--- src/rtl/led_pkg.sv ---
`default_nettype none
// ============================================================================
//  Module   : led_pkg
//  Purpose  : Shared definitions for the LED bank scheduler and the pattern
//             generators that sit around it: default LED bank width, the
//             default prescaler divide for 50 MHz -> 8 Hz, and the scheduler
//             state encoding.
//  Ports    : none (package)
//  Revision : 1.0 - initial release
// ============================================================================
package led_pkg;

  // Default LED bank width (the board has a single 8-bit bank).
  localparam int LED_W_DEFAULT = 8;

  // 50 MHz / 6_250_000 = 8 Hz tick.
  localparam int TICK_DIV_DEFAULT = 6_250_000;

  typedef enum logic [0:0] {
    ST_IDLE  = 1'b0,
    ST_GRANT = 1'b1
  } sched_state_e;

endpackage
`default_nettype wire

--- src/rtl/led_bank_scheduler_if.sv ---
`default_nettype none
// ============================================================================
//  Module   : led_bank_scheduler_if
//  Purpose  : Bundles the requester side (req, pat0..pat2) and the LED side
//             (grant, LED_Output, tick, busy) of the LED bank scheduler.
//  Ports    : master - pattern-generator side: drives req/pat*, sees
//                      grant/LED_Output/tick/busy
//             slave  - scheduler side: the reverse
//  Revision : 1.0 - initial release
// ============================================================================
interface led_bank_scheduler_if #(
  parameter int LED_W = led_pkg::LED_W_DEFAULT
) ();
  import led_pkg::*;

  logic [2:0]       req;
  logic [LED_W-1:0] pat0;
  logic [LED_W-1:0] pat1;
  logic [LED_W-1:0] pat2;
  logic [2:0]       grant;
  logic [LED_W-1:0] LED_Output;
  logic             tick;
  logic             busy;

  modport master (
    output req, pat0, pat1, pat2,
    input  grant, LED_Output, tick, busy
  );

  modport slave (
    input  req, pat0, pat1, pat2,
    output grant, LED_Output, tick, busy
  );

endinterface
`default_nettype wire

--- src/rtl/led_tick_gen.sv ---
`default_nettype none
// ============================================================================
//  Module   : led_tick_gen
//  Purpose  : Free-running prescaler 0..TICK_DIV-1 with a registered
//             one-cycle tick strobe, high exactly while the prescaler sits
//             at TICK_DIV-1. Shared pacing for the scheduler and generators.
//  Ports    : clk   in  1  rising-edge clock
//             rst_n in  1  synchronous active-low reset
//             tick  out 1  one-cycle strobe every TICK_DIV cycles
//  Revision : 1.0 - initial release
// ============================================================================
module led_tick_gen
  import led_pkg::*;
#(
  parameter int TICK_DIV = TICK_DIV_DEFAULT
) (
  input  logic clk,
  input  logic rst_n,
  output logic tick
);

  localparam int PW = $clog2(TICK_DIV);
  localparam logic [PW-1:0] c_presc_last = PW'(TICK_DIV - 1);

  logic [PW-1:0] presc_q, presc_d;
  logic          tick_q,  tick_d;

  always_comb begin
    presc_d = (presc_q == c_presc_last) ? '0 : presc_q + PW'(1);
    // Register the strobe so it coincides with presc_q == TICK_DIV-1.
    tick_d  = (presc_d == c_presc_last);
  end

  always_ff @(posedge clk) begin
    if (!rst_n) begin
      presc_q <= '0;
      tick_q  <= 1'b0;
    end else begin
      presc_q <= presc_d;
      tick_q  <= tick_d;
    end
  end

  assign tick = tick_q;

endmodule
`default_nettype wire

--- src/rtl/led_bank_scheduler.sv ---
`default_nettype none
// ============================================================================
//  Module   : led_bank_scheduler
//  Purpose  : Round-robin time-sharing of one LED bank between three pattern
//             requesters, with a minimum dwell (in prescaler ticks) before a
//             waiting requester can take the bank from a current owner.
//  Ports    : Clk_50MHz     in  1      system clock, rising edge
//             Reset_Onboard in  1      synchronous active-low reset
//             bus (slave)   req[2:0], pat0/1/2 in; grant[2:0] one-hot owner,
//                           LED_Output registered pins, tick strobe,
//                           busy (high while a requester owns the bank) out
//  Revision : 1.0 - initial release
// ============================================================================
module led_bank_scheduler
  import led_pkg::*;
#(
  parameter int TICK_DIV    = TICK_DIV_DEFAULT,
  parameter int DWELL_TICKS = 16,
  parameter int LED_W       = LED_W_DEFAULT
) (
  input  logic            Clk_50MHz,
  input  logic            Reset_Onboard,
  led_bank_scheduler_if.slave bus
);

  localparam int DW = $clog2(DWELL_TICKS + 1);
  localparam logic [DW-1:0] c_dwell_max = DW'(DWELL_TICKS);

  // Search last+1, last+2, then last itself; caller guarantees r != 0.
  function automatic logic [1:0] rr_pick(input logic [2:0] r, input logic [1:0] last);
    logic [1:0] n1;
    logic [1:0] n2;
    n1 = (last == 2'd2) ? 2'd0 : last + 2'd1;
    n2 = (n1 == 2'd2) ? 2'd0 : n1 + 2'd1;
    if (r[n1])      rr_pick = n1;
    else if (r[n2]) rr_pick = n2;
    else            rr_pick = last;
  endfunction

  function automatic logic [2:0] onehot3(input logic [1:0] idx);
    onehot3 = 3'b001 << idx;
  endfunction

  function automatic logic [LED_W-1:0] pat_sel(input logic [1:0] idx,
                                               input logic [LED_W-1:0] p0,
                                               input logic [LED_W-1:0] p1,
                                               input logic [LED_W-1:0] p2);
    case (idx)
      2'd0:    pat_sel = p0;
      2'd1:    pat_sel = p1;
      default: pat_sel = p2;
    endcase
  endfunction

  sched_state_e     state_q, state_d;
  logic [2:0]       grant_q, grant_d;
  logic [LED_W-1:0] led_q,   led_d;
  logic [1:0]       last_q,  last_d;   // also the current owner while in GRANT
  logic [DW-1:0]    dwell_q, dwell_d;

  logic             w_tick;
  logic [2:0]       w_others;
  logic [1:0]       w_pick;
  logic             w_held;
  logic             w_expired;

  led_tick_gen #(
    .TICK_DIV (TICK_DIV)
  ) u_tick_gen (
    .clk   (Clk_50MHz),
    .rst_n (Reset_Onboard),
    .tick  (w_tick)
  );

  always_comb begin
    state_d   = state_q;
    grant_d   = grant_q;
    led_d     = led_q;
    last_d    = last_q;
    dwell_d   = dwell_q;
    w_others  = bus.req & ~grant_q;
    w_pick    = last_q;
    w_held    = bus.req[last_q];
    w_expired = (dwell_q == c_dwell_max);

    case (state_q)
      ST_IDLE: begin
        grant_d = '0;
        led_d   = '0;
        dwell_d = '0;
        if (bus.req != 3'b000) begin
          w_pick  = rr_pick(bus.req, last_q);
          state_d = ST_GRANT;
          grant_d = onehot3(w_pick);
          last_d  = w_pick;
          led_d   = pat_sel(w_pick, bus.pat0, bus.pat1, bus.pat2);
        end
      end

      ST_GRANT: begin
        // Release or expiry with a waiter: hand over on this edge. The
        // owner bit is masked out, so the pick never re-selects the owner.
        if ((!w_held || w_expired) && (w_others != 3'b000)) begin
          w_pick  = rr_pick(w_others, last_q);
          grant_d = onehot3(w_pick);
          last_d  = w_pick;
          dwell_d = '0;
          led_d   = pat_sel(w_pick, bus.pat0, bus.pat1, bus.pat2);
        end else if (!w_held) begin
          state_d = ST_IDLE;
          grant_d = '0;
          led_d   = '0;
          dwell_d = '0;
        end else begin
          led_d = pat_sel(last_q, bus.pat0, bus.pat1, bus.pat2);
          if (w_tick && !w_expired) begin
            dwell_d = dwell_q + DW'(1);
          end
        end
      end

      default: begin
        state_d = ST_IDLE;
      end
    endcase
  end

  always_ff @(posedge Clk_50MHz) begin
    if (!Reset_Onboard) begin
      state_q <= ST_IDLE;
      grant_q <= '0;
      led_q   <= '0;
      last_q  <= 2'd2;
      dwell_q <= '0;
    end else begin
      state_q <= state_d;
      grant_q <= grant_d;
      led_q   <= led_d;
      last_q  <= last_d;
      dwell_q <= dwell_d;
    end
  end

  assign bus.grant      = grant_q;
  assign bus.LED_Output = led_q;
  assign bus.tick       = w_tick;
  assign bus.busy       = (state_q == ST_GRANT);

endmodule
`default_nettype wire

--- src/flat_wrapper.sv ---
// flat-port wrapper written by rule: the top's interface ports become plain ports
module led_bank_scheduler_flat import led_pkg::*;
#(
  parameter int TICK_DIV    = TICK_DIV_DEFAULT,
  parameter int DWELL_TICKS = 16,
  parameter int LED_W       = LED_W_DEFAULT
)
  (Clk_50MHz, Reset_Onboard, bus_req, bus_pat0, bus_pat1, bus_pat2, bus_grant, bus_LED_Output, bus_tick, bus_busy);
  led_bank_scheduler_if #(.LED_W(LED_W)) bus_i ();
  input  logic Clk_50MHz;
  input  logic Reset_Onboard;
  input wire logic [$bits(bus_i.req)-1:0] bus_req;
  input wire logic [$bits(bus_i.pat0)-1:0] bus_pat0;
  input wire logic [$bits(bus_i.pat1)-1:0] bus_pat1;
  input wire logic [$bits(bus_i.pat2)-1:0] bus_pat2;
  output wire logic [$bits(bus_i.grant)-1:0] bus_grant;
  output wire logic [$bits(bus_i.LED_Output)-1:0] bus_LED_Output;
  output wire logic [$bits(bus_i.tick)-1:0] bus_tick;
  output wire logic [$bits(bus_i.busy)-1:0] bus_busy;
  assign bus_i.req = bus_req;
  assign bus_i.pat0 = bus_pat0;
  assign bus_i.pat1 = bus_pat1;
  assign bus_i.pat2 = bus_pat2;
  assign bus_grant = bus_i.grant;
  assign bus_LED_Output = bus_i.LED_Output;
  assign bus_tick = bus_i.tick;
  assign bus_busy = bus_i.busy;
  led_bank_scheduler #(.TICK_DIV(TICK_DIV), .DWELL_TICKS(DWELL_TICKS), .LED_W(LED_W)) u_core (.Clk_50MHz(Clk_50MHz), .Reset_Onboard(Reset_Onboard), .bus(bus_i));
endmodule
--- config.mk ---
export PLATFORM = sky130hd
export DESIGN_NAME = led_bank_scheduler_flat
export DESIGN_NICKNAME = d
export VERILOG_FILES = /design/src/rtl/led_pkg.sv /design/src/rtl/led_bank_scheduler_if.sv /design/src/rtl/led_tick_gen.sv /design/src/rtl/led_bank_scheduler.sv /design/src/flat_wrapper.sv
export SDC_FILE = /design/constraint.sdc
export NUM_CORES = 1
export LEC_CHECK = 0
export CAP_MARGIN = 40
export CORE_AREA = 8 8 107 109
export DETAILED_ROUTE_END_ITERATION = 10
export DIE_AREA = 0 0 115 117
export PLACE_DENSITY = 0.57
export SLEW_MARGIN = 5
export SYNTH_ARGS = -nofsm -noshare
export SYNTH_HDL_FRONTEND = slang
export SYNTH_HIERARCHICAL = 1
export SYNTH_SLANG_ARGS = --single-unit
--- constraint.sdc ---
create_clock -name Clk_50MHz -period 5.7 [get_ports Clk_50MHz]
set_clock_uncertainty 0.15 [all_clocks]
set_input_delay 1.14 -clock Clk_50MHz [delete_from_list [all_inputs] [get_ports Clk_50MHz]]
set_output_delay 1.14 -clock Clk_50MHz [all_outputs]
set_load 0.02 [all_outputs]
==> results of run 1 <==
## layer usage
| metal | part of all wire [%] | routed length (µm) | up-vias | track usage, % |
|---|---|---|---|---|
| met5 | 0 | 0 | - | 0 |
| met4 | 0.45 | 34 | 0 | 2.71 |
| met3 | 5.5 | 417 | 2 | 2.67 |
| met2 | 47 | 3520 | 62 | 19.2 |
| met1 | 47 | 3570 | 1228 | 14.5 |
| li1 | - | - | 1303 | - |
## kinds of logic after synthesis
kind of cell    after synthesis
simple gates                132
compound gates               75
flops                        43
mux                          37
buf+inv                      34
xor+xnor                     21
fa+ha+maj                     3
## final cells by class
| class | count | share of cell area [%] |
|---|---|---|
| Multi-Input combinational cell | 268 | 53.8 |
| Clock inverter | 1 | 0.215 |
| Inverter | 12 | 1.29 |
| Clock buffer | 7 | 2.75 |
| Tap cell | 136 | 4.86 |
| Timing Repair Buffer | 44 | 12.5 |
| Sequential cell | 43 | 24.6 |
## path summary, 6_finish.rpt
path         slack (ps)                          from                       endpoint
min                 360  u_core/u_tick_gen/presc_q[0]   u_core/u_tick_gen/presc_q[0]
max                2540                    bus_req[0]       u_core/bus.LED_Output[0]
max reg2reg        3030  u_core/u_tick_gen/presc_q[0]  u_core/u_tick_gen/presc_q[20]
min reg2reg         360  u_core/u_tick_gen/presc_q[0]   u_core/u_tick_gen/presc_q[0]
## sequential cells by signal, summed over array words and instances (netlist names)
name / count
u_core/u_tick_gen/presc_q: 23
u_core/bus.LED_Output: 8
u_core/dwell_q: 5
u_core/bus.grant: 3
u_core/last_q: 2
u_core/bus.busy: 1
u_core/u_tick_gen/tick: 1
## metrics by stage
step           hold slack [ps]  worst slack [ps]  power [mW]
3_5_place_dp               345              2250       0.644
4_1_cts                    369              2570       0.865
3_3_place_gp               335              2300       0.638
6_report                   364              2540       0.855
5_1_grt                    396              2400       0.903
2_1_floorplan              309              3090       0.564
## where the power goes
group          internal [mW]  total, mW  switching (mW)
clock                  0.110      0.215           0.105
combinational          0.140      0.287           0.147
sequential             0.320      0.353          0.0322
## worst max-delay path, cell delays in order
cell and delay (ps):
clkdlybuf4s50_1 510, mux2i_1 160, o21a_1 420, o21a_2 380, nand2_1 250, o21ai_0 230
a21oi_1 90
## layout by cell type (no fill, tap or decap), drive strengths merged, types with 2 or more instances in the layout
| cell | count |
|---|---|
| or2b | 2 |
| or4 | 6 |
| a21oi | 13 |
| xnor2 | 14 |
| a32oi | 2 |
| ha | 3 |
| buf | 3 |
| or2 | 4 |
| nor4 | 6 |
| a31oi | 4 |
| nor2 | 43 |
| clkbuf | 7 |
| nand2 | 18 |
| o221a | 7 |
| or3 | 3 |
| o21a | 4 |
| mux2i | 21 |
| nand2b | 6 |
| inv | 11 |
| nand3 | 11 |
| clkdlybuf4s50 | 41 |
| o31ai | 3 |
| xor2 | 7 |
| nor3 | 10 |
| o211ai | 2 |
| mux2 | 16 |
| nand3b | 2 |
| nand4 | 11 |
| o221ai | 2 |
| nand4b | 2 |
| o21ai | 23 |
| dfxtp | 43 |
| a21o | 9 |
==> impl_metrics.csv, run 1 <==
group,metric,value,unit
run_status,outcome,"finished, final reports clean",
placement,post-dp-hpwl,5.46,mm
yosys,synth-adder-area-share,1.27,%
yosys,synth.mux.area_fraction,13.2,%
setup_path,rr_worst_depth,6,
yosys,synth_top_family_by_area,"simple AND/OR/NAND/NOR gates",
placement,postPlaceCellArea,0.00339,mm²
setup_path,crit_required,5730,ps
floorplan,die_area,0.0135,mm²
clock_network,htree_levels,2,
yosys,synthFlopType,"dfxtp_1",
clock_network,cts_tree,"done",
timing,fin_tns_setup,0,ps
grt,antenna_found_initial,0,
final_layout,antenna_cells,0,
final_layout,layout-drive-gt1-share,13.3,%
timing,worst_slew_pin_slew,823,ps
yosys,yosys.area_share.simple,24.1,%
grt,grt_pass1_vias,2490,
floorplan,die_width,115,µm
setup_path,critPathLaunchType,"input port",
grt,grt_max_degree,21,
grt,grt_pass1_wl,12.5,mm
drt,via_per_inst,5.08,
yosys,synth_top_area_cell,"dfxtp_1",
timing,final-setup-viol-count,0,
job,drv_cap,0,
timing,final-max-slew-violation-count,0,
clock_network,postCtsHoldBufs,0,
drt,drtIter0Drc,146,
final_layout,fin_nets,406,
drt,ant_nets,0,
floorplan,core,0.00991,mm²
yosys,synthCells,345,
floorplan,num_io_pins,42,
clock_network,clk_latency,290,ps
yosys,synth_seq_cells,43,
yosys,synth_edf_count,0,
yosys,synth_area,0.00295,mm²
drt,num_vias,2595,
placement,placement.io_buffers,41,
setup_path,worstSetupPathType,"input port to flop",
setup_path,arrival,3190,ps
power_and_ir_drop,ir_worst_vdd,0.0000910,V
power_and_ir_drop,p_leak,1.22,nW
worst_hold_path,hold_depth,1,
clock_network,cts_setup_buffers,0,
timing,relSlewSlack,45.1,%
placement,place_congestion,0.798,
clock_network,cts.path.max_buffers,2,
placement,dp.cells,503,
power_and_ir_drop,power.density,244,mW/mm²
drt,wl,7.54,mm
yosys,postSynthAreaPerCell,8.55,µm²
yosys,synth_common_cells,"43 x dfxtp_1, 43 x nor2_1, 21 x mux2i_1",
final_layout,n_fill_cell,1050,
final_layout,syn2layout_area_growth,18.6,%
timing,rsz0062_at_grt,"no",
final_layout,instances_no_fill,511,
clock_network,clock_sinks,43,
floorplan,fp-row-count,37,
yosys,synth_compound_gate_area_share,18.9,%
timing,period_minus_slack,3160,ps
drt,wl_per_cell,14.8,µm
grt,overflow,0,
setup_path,worstPathMaxFanout,15,
grt,grt_use_total,11.4,%
yosys,synth_seq_area_share,29.2,%
yosys,async_reset_ff_share,0,%
clock_network,cts_root_buf,"clkbuf_8",
yosys,synthXorXnorAreaFrac,6.23,%
clock_network,post_cts_resize_count,0,
yosys,synth.top_cell.area_share,29.2,%
setup_path,end_kind,"flop",
clock_network,clkTransAtPathRegs,90,ps
timing,hold_violations,0,
final_layout,area.sequential,861,µm²
clock_network,cts_buffers,5,
floorplan,die_h,117,µm
timing,clock.fmax,317,MHz
yosys,synth_cell_types,62,
drt,firstDrtPassIters,4,
final_layout,design_area,0.00350,mm²
drt,drc,0,
final_layout,fin_util,35.3,%
floorplan,initial_core_util,29.8,%
worst_hold_path,hp-class,"flop to flop",
final_layout,multi_input_area,0.00188,mm²
yosys,synth_fp_nets,377,
timing,fin_crit_sh,55.4,%
yosys,synth_area_leaders,"dfxtp_1 29%, mux2i_1 7.1%, mux2_2 6.1%",
yosys,yosysWarnings,6,
Power figures use the tool's default switching activity.
==> inputs of run 2 (changes only) <==
clock period = 3 ns   (was 5.7 ns; I/O delays follow)
==> impl_metrics.csv, run 2 (same netlist as run 1, synthesis figures left out) <==
group,metric,value,unit
run_status,outcome,"finished, final reports clean",
clock_network,postCtsHoldBufs,0,
job,drv_cap,0,
clock_network,clk_latency,290,ps
timing,final-max-slew-violation-count,0,
final_layout,n_fill_cell,1061,
final_layout,area.sequential,861,µm²
worst_hold_path,hp-class,"flop to flop",
drt,drtIter0Drc,145,
timing,relSlewSlack,46.7,%
clock_network,cts.path.max_buffers,2,
timing,hold_violations,0,
final_layout,antenna_cells,0,
floorplan,die_width,115,µm
drt,num_vias,2624,
setup_path,arrival,2580,ps
floorplan,die_h,117,µm
grt,grt_max_degree,21,
drt,drc,0,
final_layout,layout-drive-gt1-share,15.4,%
final_layout,design_area,0.00357,mm²
floorplan,fp-row-count,37,
setup_path,path_buf_inv,1,
drt,met3_length,384,µm
timing,final-setup-viol-count,0,
grt,antenna_found_initial,0,
setup_path,end_kind,"flop",
timing,worst_slew_pin_slew,798,ps
final_layout,layout_common_cells,"43 x nor2_1, 43 x dfxtp_1, 41 x clkdlybuf4s50_1",
drt,met1_length,3.53,mm
timing,period_minus_slack,2550,ps
grt,overflow,0,
power_and_ir_drop,p_leak,1.27,nW
floorplan,die_area,0.0135,mm²
power_and_ir_drop,power.density,473,mW/mm²
floorplan,num_io_pins,42,
clock_network,htree_levels,2,
clock_network,clkTransAtPathRegs,90,ps
drt,via_per_inst,5.05,
final_layout,fin_nets,415,
setup_path,crit_required,3030,ps
clock_network,post_cts_resize_count,0,
clock_network,clock_sinks,43,
clock_network,cts_buffers,5,
final_layout,largest_reg_flops,23,
setup_path,crit_family,"simple AND/OR/NAND/NOR gates",
final_layout,multi_input_area,0.00188,mm²
placement,placement.io_buffers,41,
power_and_ir_drop,fin_total_pwr,1.69,mW
final_layout,syn2layout_area_growth,21.0,%
timing,clock.fmax,393,MHz
placement,postPlaceCellArea,0.00346,mm²
final_layout,fin_util,36.0,%
clock_network,cts_tree,"done",
setup_path,path_cells,"ha_1 > nand3_1 > or4_1 > o31ai_4 > buf_4 > nor2_1",
drt,firstDrtPassIters,4,
setup_path,worstSetupPathType,"flop to flop",
timing,fin_tns_setup,0,ps
final_layout,regMostFlops,"u_core/u_tick_gen/presc_q",
placement,pre_cts_slack,199,ps
clock_network,cts_root_buf,"clkbuf_8",
drt,dr_wl_met2,3.50,mm
setup_path,critPathLaunchType,"flop",
placement,place_congestion,0.819,
placement,post-dp-hpwl,5.51,mm
grt,grt_pass1_vias,2560,
timing,rsz0062_at_grt,"no",
timing,fin_ws,453,ps
setup_path,worstPathMaxFanout,12,
drt,ant_nets,0,
drt,wl_per_cell,14.4,µm
grt,grt_pass1_wl,12.8,mm
setup_path,crit_slowest_cell,"or4_1",
power_and_ir_drop,ir_worst_vdd,0.000218,V
timing,fin_crit_sh,84.9,%
grt,grt_use_total,11.6,%
drt,routed.top_layer,"met4",
floorplan,initial_core_util,29.8,%
floorplan,core,0.00991,mm²
clock_network,cts_setup_buffers,0,
drt,wl,7.48,mm
setup_path,max_stage_delay,600,ps
[run 2: cell types whose count changed in the layout (fill, tap and decap cells not counted)]
cell / delta
buf_6: -1
clkinv_2: +1
clkinvlp_4: -1
bufinv_16: +1
clkinv_4: +1
buf_4: +10
clkbuf_8: -2
[run 2: worst reg2reg max path: cells and delay by family (launching register included)]
kind | cells | cell delay [ps]
AND/OR/NAND/NOR | 3 | 840
AO/OA/AOI/OAI | 1 | 480
flip-flops | 1 | 430
adder cells (fa/ha/maj) | 1 | 280
buffers and inverters | 1 | 270
[run 2: cell type report]
cell class	count	area share, %
multi-input cells	268	52.7
flip-flops and latches	43	24.1
repair buffers	53	14.0
well taps	136	4.77
clock buffers	5	1.93
inverters	12	1.26
clock inverters	3	1.23
[run 2: per-stage QoR]
step	hold slack, ps	cells
final	361	520
after floorplan	309	345
after detailed placement	345	512
after global placement	334	512
after CTS	369	520
after global routing	398	520
[run 2: report_power, final]
part | internal (mW) | leakage [nW] | total (mW) | switching [mW]
Clock | 0.248 | 0.0581 | 0.455 | 0.207
Sequential | 0.609 | 0.350 | 0.654 | 0.0451
Combinational | 0.284 | 0.862 | 0.579 | 0.295
[run 2: worst paths after layout]
path,from,end,slack (ps),cells past startpoint
max,u_core/u_tick_gen/presc_q[0],u_core/u_tick_gen/presc_q[6],450,6
min,u_core/u_tick_gen/presc_q[0],u_core/u_tick_gen/presc_q[0],360,1
max reg2reg,u_core/u_tick_gen/presc_q[0],u_core/u_tick_gen/presc_q[6],450,6
min reg2reg,u_core/u_tick_gen/presc_q[0],u_core/u_tick_gen/presc_q[0],360,1
[run 2: per-layer routing]
| metal | vias up | global-route usage [%] |
|---|---|---|
| met4 | 0 | 2.71 |
| met3 | 6 | 2.72 |
| met2 | 55 | 19.2 |
| met5 | - | 0 |
| li1 | 1329 | - |
| met1 | 1234 | 14.9 |
==> inputs of run 3 (changes only) <==
PLACE_DENSITY = 0.58   (was 0.57)
clock period = 2.1 ns   (was 3 ns; I/O delays follow)
==> impl_metrics.csv, run 3 (same netlist as run 1, synthesis figures left out) <==
group,metric,value,unit
final_layout,fin_util,44.1,%
drt,via_per_inst,4.98,
grt,overflow,0,
run_status,violations,"negative setup slack",
setup_path,crit_required,2130,ps
run_status,outcome,"finished, violations left",
final_layout,final_common_cell,"buf_4",
setup_path,crit_family,"simple AND/OR/NAND/NOR gates",
power_and_ir_drop,switching_share,33.6,%
power_and_ir_drop,p_clk_share,21.0,%
power_and_ir_drop,p_leak,1.71,nW
power_and_ir_drop,fin_total_pwr,2.50,mW
final_layout,multi_input_area,0.00209,mm²
setup_path,worstSetupPathType,"flop to flop",
setup_path,path_buf_inv,1,
drt,drc,0,
worst_hold_path,hold-path-endpoint,"u_core/u_tick_gen/presc_q[0]",
worst_hold_path,hold_depth,1,
power_and_ir_drop,p_switching,842,µW
clock_network,clk_latency,300,ps
setup_path,cp-startpoint,"u_core/u_tick_gen/presc_q[7]",
grt,grt_pass1_vias,3050,
floorplan,die_h,117,µm
setup_path,critPathLaunchType,"flop",
setup_path,worstPathMaxFanout,4,
timing,fin_crit_sh,101,%
timing,period_minus_slack,2120,ps
final_layout,layout-drive-gt1-share,37.5,%
clock_network,cts.path.max_buffers,2,
clock_network,cts_tree,"done",
final_layout,regMostFlops,"u_core/u_tick_gen/presc_q",
timing,fin_ws,-15.6,ps
floorplan,fp-row-count,37,
setup_path,rrSetupSlack,-20,ps
placement,place_congestion,0.869,
setup_path,r2r_start,"u_core/u_tick_gen/presc_q[7]",
drt,wl_per_cell,14.5,µm
power_and_ir_drop,power.density,574,mW/mm²
setup_path,end_kind,"flop",
clock_network,clkTransAtPathRegs,90,ps
setup_path,path_cells,"or4_4 > or4_4 > o31ai_4 > buf_6 > or4_4 > nor4_4",
clock_network,htree_levels,2,
worst_hold_path,hold_start,"u_core/u_tick_gen/presc_q[0]",
setup_path,rr_worst_depth,6,
timing,relSlewSlack,75.1,%
power_and_ir_drop,ir_worst_vdd,0.000276,V
drt,ant_nets,0,
power_and_ir_drop,intPower,1.66,mW
grt,grt_pass1_wl,14.3,mm
clock_network,cts_root_buf,"clkbuf_8",
worst_hold_path,hp-class,"flop to flop",
floorplan,core,0.00991,mm²
floorplan,num_io_pins,42,
grt,grt_max_degree,13,
timing,final-max-slew-violation-count,0,
timing,hold_violations,0,
timing,rsz0062_at_grt,"yes",
grt,grt_use_total,13.0,%
final_layout,area.sequential,878,µm²
setup_path,cpMostUsedCell,"or4_4",
drt,num_vias,2974,
clock_network,clock_sinks,43,
floorplan,die_area,0.0135,mm²
job,drv_cap,0,
setup_path,crit_slowest_cell,"or4_4",
timing,clock.fmax,473,MHz
power_and_ir_drop,power_frac_seq,36.8,%
placement,placement.io_buffers,41,
timing,worst_slew_pin_slew,372,ps
final_layout,antenna_cells,0,
drt,drtIter0Drc,118,
final_layout,largest_reg_flops,23,
final_layout,layout_common_cells,"84 x buf_4, 38 x clkdlybuf4s50_1, 37 x nor2_1",
clock_network,cts_buffers,5,
drt,wl,8.66,mm
setup_path,max_stage_delay,540,ps
power_and_ir_drop,combPwrFrac,42.3,%
timing,final-setup-viol-count,1,
timing,fin_tns_setup,-15.6,ps
floorplan,die_width,115,µm
placement,post-dp-hpwl,6.43,mm
floorplan,initial_core_util,29.8,%
final_layout,syn2layout_area_growth,47.9,%
grt,antenna_found_initial,0,
drt,firstDrtPassIters,6,
setup_path,r2r_end,"u_core/u_tick_gen/tick",
setup_path,arrival,2140,ps
final_layout,fin_nets,492,
final_layout,n_fill_cell,984,
run 3: cell types whose count changed in the layout (fill, tap and decap cells not counted), sizes merged:
cell,previous run,this run
buf,12,89
clkdlybuf4s50,41,38
dlygate4sd2,0,3
clkbuf,5,7
bufinv,1,0
clkinv,3,2
run 3: worst reg2reg max path: stages, from the launching register on:
cell,delay (ps)
dfxtp_2,320
or4_4,540
or4_4,440
o31ai_4,220
buf_6,160
or4_4,140
nor4_4,40
run 3: how the worst max path moves through the flow:
stage,endpoint,depth (start not counted)
2_1_floorplan,u_core/u_tick_gen/tick,7
3_3_place_gp,u_core/bus.LED_Output[6],7
3_5_place_dp,u_core/bus.LED_Output[6],7
4_1_cts,u_core/u_tick_gen/presc_q[3],6
5_1_grt,u_core/u_tick_gen/tick,7
6_report,u_core/u_tick_gen/tick,6
run 3: layout make-up:
class                   count  share of cell area [%]
repair buffers            130                    25.1
inverters                  12                    1.03
clock inverters             1                   0.115
clock buffers               7                    1.75
flip-flops and latches     43                    20.1
multi-input cells         268                    47.9
well taps                 136                    3.90
run 3: timing repair:
item,in CTS,in global routing
endpoints found under the hold margin,0,0
endpoints found under the setup margin,34,33
pin swaps,6,15
gates resized for setup,25,33
hold buffers,0,0
buffers inserted,9,1
run 3: power groups by stage:
stage                     registers [mW]  clock network, mW  logic (mW)
after floorplan                    0.965                  0       0.566
after global placement             0.932                  0       0.962
after detailed placement           0.933                  0       0.971
after CTS                          0.918              0.546        1.03
after global routing               0.928              0.570        1.15
final                              0.921              0.525        1.06
run 3: metrics by stage:
step,setup slack [ps],instance area [µm²],std cells,hold WS [ps]
detailed placement,-454,3980,580,311
finish,-15.6,4360,597,305
global route,-69.3,4360,597,316
floorplan,-23.3,2970,345,311
CTS,-32.0,4210,596,318
global placement,-393,3980,580,300
run 3: metal layers:
metal  share of wire (%)  vias to the layer above  global-route usage, %
met2                  51                       56                   23.0
met3                 4.1                       16                   2.36
met5                   0                        -                      0
met1                  44                     1423                   15.3
li1                    -                     1479                      -
met4                 1.6                        0                   4.73
